<file path="src/rtl/rename_stage.sv">
// rtl/rename_stage.sv - register rename: speculative/committed RAT, circular free list, registered bundle
module rename_stage #(
  parameter int NUM_PREGS = 64,
  parameter int PTAG_W    = 6
) (
  input  logic              clk,
  input  logic              reset,
  input  logic              instr_valid_r,
  input  logic [4:0]        rs1_r,
  input  logic [4:0]        rs2_r,
  input  logic [4:0]        rd_r,
  input  logic              reg_write_r,
  output logic              hold_dr,
  input  logic              dispatch_ready,
  output logic              ren_valid,
  output logic [PTAG_W-1:0] prs1,
  output logic [PTAG_W-1:0] prs2,
  output logic [PTAG_W-1:0] prd,
  output logic [PTAG_W-1:0] old_prd,
  output logic              prd_alloc,
  input  logic              commit_valid,
  input  logic              commit_reg_write,
  input  logic [4:0]        commit_rd,
  input  logic [PTAG_W-1:0] commit_prd,
  input  logic [PTAG_W-1:0] commit_old_prd,
  input  logic              flush,
  output logic [PTAG_W:0]   free_count
);

  localparam logic [PTAG_W:0] PTR_ONE  = (PTAG_W+1)'(1);
  localparam logic [PTAG_W:0] INIT_CNT = (PTAG_W+1)'(NUM_PREGS - 32);

  logic [PTAG_W-1:0] spec_rat  [32];
  logic [PTAG_W-1:0] comm_rat  [32];
  logic [PTAG_W-1:0] free_list [NUM_PREGS];

  // Pointers carry one extra wrap bit so full and empty are distinguishable.
  logic [PTAG_W:0] head, tail, commit_head;

  logic alloc_need, stall, accept, commit_fire;

  assign free_count  = tail - head;
  assign alloc_need  = reg_write_r && (rd_r != 5'd0);
  assign stall       = (ren_valid && !dispatch_ready) || (alloc_need && (free_count == '0));
  assign hold_dr     = stall;
  assign accept      = instr_valid_r && !stall && !flush;
  assign commit_fire = commit_valid && commit_reg_write && (commit_rd != 5'd0);

  always_ff @(posedge clk) begin
    if (reset) begin
      for (int i = 0; i < 32; i++) begin
        spec_rat[i] <= PTAG_W'(i);
        comm_rat[i] <= PTAG_W'(i);
      end
      for (int i = 0; i < NUM_PREGS; i++)
        free_list[i] <= (i < NUM_PREGS - 32) ? PTAG_W'(i + 32) : '0;
      head        <= '0;
      commit_head <= '0;
      tail        <= INIT_CNT;
      ren_valid   <= 1'b0;
      prs1        <= '0;
      prs2        <= '0;
      prd         <= '0;
      old_prd     <= '0;
      prd_alloc   <= 1'b0;
    end else begin
      if (commit_fire) begin
        comm_rat[commit_rd]            <= commit_prd;
        free_list[tail[PTAG_W-1:0]]    <= commit_old_prd;
        tail                           <= tail + PTR_ONE;
        commit_head                    <= commit_head + PTR_ONE;
      end

      // Flush rebuilds the speculative map from the committed one, folding in this cycle's commit.
      if (flush) begin
        for (int i = 0; i < 32; i++)
          spec_rat[i] <= (commit_fire && commit_rd == 5'(i)) ? commit_prd : comm_rat[i];
        head      <= commit_head + (PTAG_W+1)'(commit_fire);
        ren_valid <= 1'b0;
      end else if (accept) begin
        ren_valid <= 1'b1;
        prs1      <= spec_rat[rs1_r];
        prs2      <= spec_rat[rs2_r];
        if (alloc_need) begin
          prd             <= free_list[head[PTAG_W-1:0]];
          old_prd         <= spec_rat[rd_r];
          prd_alloc       <= 1'b1;
          spec_rat[rd_r]  <= free_list[head[PTAG_W-1:0]];
          head            <= head + PTR_ONE;
        end else begin
          prd       <= '0;
          old_prd   <= '0;
          prd_alloc <= 1'b0;
        end
      end else if (ren_valid && dispatch_ready) begin
        ren_valid <= 1'b0;
      end
    end
  end

  // Returning p0 would put the hardwired x0 register into circulation.
  always_ff @(posedge clk) begin
    if (!reset && commit_fire)
      assert (commit_old_prd != '0);
  end

endmodule
</file>
<file path="config.mk">
export PLATFORM = sky130hd
export DESIGN_NAME = rename_stage
export DESIGN_NICKNAME = d
export VERILOG_FILES = /design/src/rtl/rename_stage.sv
export SDC_FILE = /design/constraint.sdc
export NUM_CORES = 2
export LEC_CHECK = 0
export CAP_MARGIN = 20
export CORE_MARGIN = 8
export CORE_UTILIZATION = 50
export CTS_BUF_LIST = sky130_fd_sc_hd__clkbuf_4 sky130_fd_sc_hd__clkbuf_8
export CTS_CLUSTER_SIZE = 24
export DETAILED_ROUTE_END_ITERATION = 6
export GPL_TIMING_DRIVEN = 1
export PLACE_DENSITY = 0.78
export SLEW_MARGIN = 10
export SYNTH_ARGS = -nofsm -noshare
export SYNTH_HDL_FRONTEND = slang
export SYNTH_SLANG_ARGS = --single-unit
</file>
<file path="constraint.sdc">
create_clock -name clk -period 3.2 [get_ports clk]
set_input_delay 0.64 -clock clk [delete_from_list [all_inputs] [get_ports clk]]
set_output_delay 0.64 -clock clk [all_outputs]
set_load 0.01 [all_outputs]
</file>
==> Yosys cells after proc, flatten, opt, wreduce, memory -nomap -nowiden <==
Memories as Yosys holds them, arrays and structs flattened. A register that Yosys moved wholly into a read port is not among the register bits.
Index checks and enable logic that the tools add are counted.
{ "word_totals": {"register_bits": 35, "mem_bits_rw": 768, "in_bits": 40, "output_inout_bits": 34, "memories": 3} }
{ "op_classes": {"n_addsub": 5, "n_eq_ne": 31, "muxes": 95, "n_bitwise": 33, "reduce_logical": 57} }
{ "memory_table": {"columns": ["name", "words", "word_bits", "rd", "rd_clocked_by_memory_dff", "write_ports", "line_no", "source"], "rows": [
  ["free_list", 64, 6, 1, 1, 64, "35", "logic [PTAG_W-1:0] free_list [NUM_PREGS];"],
  ["comm_rat", 32, 6, 32, 0, 32, "34", "logic [PTAG_W-1:0] comm_rat [32];"],
  ["spec_rat", 32, 6, 3, 2, 32, "33", "logic [PTAG_W-1:0] spec_rat [32];"]
]} }
{ "ops": {"columns": ["op", "count"], "rows": [
  ["$mux W6", 72],
  ["$eq A5 B5 Y1 const B", 16],
  ["$eq A5 B4 Y1 const B", 8],
  ["$logic_and A1 B1 Y1", 40],
  ["$or A1 B1 Y1", 32],
  ["$add A7 B1 Y7 const B", 3],
  ["$mux W7", 3],
  ["$eq A5 B3 Y1 const B", 4],
  ["$mux W1", 18],
  ["$reduce_or A6 Y1", 3],
  ["$eq A5 B2 Y1 const B", 2],
  ["$mux W5", 2],
  ["$reduce_bool A5 Y1", 2],
  ["$add A7 B1 Y7", 1],
  ["$logic_not A7 Y1", 1],
  ["$sub A7 B7 Y7", 1],
  ["$reduce_bool A2 Y1", 3],
  ["$eq A5 B1 Y1 const B", 1],
  ["$logic_not A5 Y1", 1],
  ["$reduce_and A2 Y1", 2],
  ["$logic_not A1 Y1", 3],
  ["$reduce_or A2 Y1", 1],
  ["$logic_or A1 B1 Y1", 1],
  ["$not A1 Y1", 1]
]} }

==> Depth between registers and ports, before layout <==
{ "depth": {"depth_word": 13, "ltp_mapped": 12, "depth_no_buf": 10} }

==> Worst setup path after synthesis <==
Ideal clock, no wire load.
{ "synth_timing": {"kind": "register to register", "from": "register tail[0]", "to": "memory spec_rat[20][0], enable pin", "setup_time_ns": 0.297, "t_arrival_ns": 2.869, "required_ns": 2.903, "path_slack_ns": 0.033, "stages_incl_launch_ff": 13, "path_buffers": 2, "synth_period_minus_slack_ns": 3.167, "path_cell_list": "dfxtp_1 inv_1 ha_1 fa_1 nand2b_1 a21oi_1 xnor2_1 nor4b_2 buf_6 a21oi_4 and2_1 buf_2 nand2b_1"} }
{ "synth_rtl": {"columns": ["element", "line_no", "source"], "rows": [
  ["start, declared", "38", "logic [PTAG_W:0] head, tail, commit_head;"],
  ["start signal, assigned", "70", "tail <= tail + PTR_ONE;"],
  ["end, declared", "33", null]
]} }

==> Final worst setup path <==
{ "layout_timing": {"from": "register tail[0]", "to": "output port hold_dr"} }
{ "layout_via": {"elab_chain_len": 4} }
{ "layout_rtl": {"columns": ["element", "line_no", "source"], "rows": [
  ["$sub A7 B7 Y7", "42", "assign free_count = tail - head;"],
  ["$logic_not A7 Y1", "44", "assign stall = (ren_valid && !dispatch_ready) || (alloc_need && (free_count == '0));"],
  ["$logic_and A1 B1 Y1", "44", null],
  ["$logic_or A1 B1 Y1", "44", null],
  ["end, declared", "13", "output logic hold_dr,"]
]} }
Every way passes these cells.

==> impl_metrics.yaml <==
route:
  via_per_inst: 6.310
  routed_wl_microns: 123000
  detail-route-antenna-nets: 0
  first_pass_iters: 7
  drt_iter0_drc: 3772
  wl_per_cell_microns: 26.09
  dr_total_vias: 29740
  drc: 5
min_path:
  hp-start: "reset"
  hp-class: "input port to flip-flop"
sta:
  whs_ps: 396.1
  tightestPinTransition_ps: 1076
  relSlewSlack_pct: 28.29
  setup_slack_ps: -306.2
  skew_ps: 42.40
  fmax_mhz: 285.2
  maxSlewViolCount: 0
  setup_viol: 4
  rsz0062_at_grt: "true"
  hold_violations: 0
  min_period_over_period_pct: 109.6
  finalCriticalPeriod_ps: 3506
synthesis:
  synthTopCellsByArea: "edfxtp_1, mux4_2, mux2i_1, and2_1, dfxtp_1"
  synth_top_cell_area_share_pct: 54.64
  ys_seq_area_share_pct: 57.15
  synthCells: 3190
  yosysTopAreaCell: "edfxtp_1"
  ys_warn_count: 0
  async_flop_share_pct: 0
  synth-main-ff-cell: "edfxtp_1"
  ys_seq_elements: 821
  synth-edff-count: 768
  avgSynthCellArea_sq_um: 13.23
  syn-cell-area_sq_mm: 0.04221
  ys_types: 75
clocking:
  ctsHoldBuffers: 0
  tritoncts: "done"
  clk_latency_ps: 810
  cts_inserted_buffers: 138
  clock_sinks: 821
  cts.path.max_buffers: 3
  clk_pin_slew_ps: 60
  ctsRootBufferMaster: "clkbuf_8"
  cts_max_level: 4
final_layout:
  area_growth_pct: 16.95
  final_cells: 4714
  layout.filler_cells: 6315
  multi_input_area_sq_mm: 0.01686
  final_layout_size_suffix_gt1_share_pct: 26.66
  nets: 3520
  regArea_sq_mm: 0.02414
global_routing:
  grt_max_degree: 65
  antenna_found_initial: 2
  grt_pass1_vias: 29140
  grt_pass1_wl_microns: 182200
  grt_util_all_layers_pct: 25.57
  overflow: 0
placement:
  io_buffer_count: 73
  dpl.cell_count: 4450
  gp_congestion: 0.9440
  dpl.hpwl_microns: 85020
critical_path:
  end_kind: "output port"
  cp.arrival_ps: 2870
  startpoint: "tail[0]"
  cp-start-kind: "flip-flop"
  critical_path_class: "flip-flop to output port"
  crit_fanout: 2
  required_ps: 2560
pwr:
  p_per_area_mw_per_mm2: 511.3
  p_leak_nw: 17.69
  ir_drop_v: 0.0004856
floorplan:
  die_h_microns: 306.5
  die_x_microns: 306.5
  start_util_pct: 50.44
  core.rowCount: 106
  design.core.area_sq_mm: 0.08369
  ioPinCount: 74
  dieArea_sq_mm: 0.09397
status:
  violations: "design-rule violations, negative setup slack"
  status: "finished, violations left"
job:
  max_cap_viol_count: 0
==> metal layers <==
layer | global-route usage, % | wire [microns] | up-vias
met4 | 12.71 | 5914 | 4
met2 | 40.79 | 57420 | 2056
met1 | 32.87 | 44740 | 14510
met5 | 0 | 25 | -
li1 | - | - | 12850
met3 | 6.040 | 14870 | 326
==> Yosys cell counts, types with 54 or more instances <==
| master | instances |
|---|---|
| nand2_1 | 186 |
| a21oi_1 | 97 |
| o21ai_0 | 74 |
| or3_1 | 105 |
| and2_1 | 212 |
| clkbuf_1 | 209 |
| buf_2 | 54 |
| edfxtp_1 | 768 |
| nor2_1 | 176 |
| mux4_2 | 212 |
| a22oi_1 | 68 |
| nand3_1 | 54 |
| nor3_1 | 146 |
| or2_2 | 76 |
| o22ai_1 | 87 |
| mux2i_1 | 244 |
==> repair_timing <==
action	CTS	global route
endpoints found under the setup margin	14	59
pin swaps	9	8
buffers inserted	6	6
gates resized for setup	42	14
cloned	0	1
==> power breakdown <==
group	internal [W]	leakage (nW)	switching [W]
Clock	0.00524	1.49	0.00433
Combinational	0.00130	8.27	0.00180
Sequential	0.0123	7.92	0.000329
Total	0.0188	17.7	0.00646
==> cell families after synthesis <==
kind of cell | Yosys count | synth area share (%)
AOI/OAI and AO/OA | 431 | 6.830
xor gates and xnor gates | 23 | 0.4773
adders and majority gates | 12 | 0.3735
buffers and inverters | 336 | 3.477
DFF | 821 | 57.15
muxes | 471 | 17.97
other | 1 | 0.008885
and+or+nand+nor | 1095 | 13.71
==> state kept, by name, summed over array words and instances, names as in the netlist, 6 cells and up, named ones only <==
signal       flops
free_list      384
comm_rat       192
spec_rat       192
commit_head      7
head             7
tail             7
old_prd          6
prd              6
prs1             6
prs2             6
==> critical path, cell delays in order (launching register included) <==
cell	delay [ps]
dfxtp_2	340
inv_2	50
ha_4	150
fa_2	340
nand2b_4	180
a21oi_4	150
xnor2_2	100
buf_12	140
nor4b_4	300
nand2_2	110
nand2_1	90
buf_2	130
==> cell type report <==
cell class,count,share of cell area [%]
sequential,821,48.89
inverter,40,0.3042
tap,1134,2.874
multi-input combinational,2038,34.15
clock inverter,58,0.8897
clock buffer,193,4.811
antenna,1,0.005069
timing repair buffer,429,8.075
==> cell usage in the layout (no fill, tap or decap), types with 67 or more instances in the layout <==
cell      count
a22oi_1      67
a21oi_1      95
mux2i_1     243
or2_2        75
or3_1       105
o22ai_1      87
buf_4       307
mux4_2      212
o21ai_0      73
nor3_1      145
and2_1      212
clkbuf_8    148
nor2_1      173
nand2_1     184
edfxtp_1    768
==> stage by stage <==
stage | setup WS [ps] | TNS, ps | area, sq um | total power [W] | util (%)
3_5_place_dp | -139.1 | -5597 | 46230 | 0.01571 | 55.24
2_1_floorplan | 33.14 | 0 | 42230 | 0.01441 | -
6_report | -306.2 | -734.3 | 49360 | 0.02524 | 58.99
4_1_cts | -376.2 | -1059 | 49230 | 0.02523 | 58.83
3_3_place_gp | -148.2 | -789.9 | 46230 | 0.01564 | 55.24
5_1_grt | -416.9 | -1148 | 49360 | 0.02594 | 58.99
==> worst paths after layout <==
check | end | slack [ps] | cells past startpoint
hold / removal | tail[4] | 400 | 3
setup / recovery | hold_dr | -310 | 11
hold reg to reg | prs2[5] | 480 | 2
setup reg to reg | spec_rat[5][2] | 70 | 8
Power figures use the tool's default switching activity.
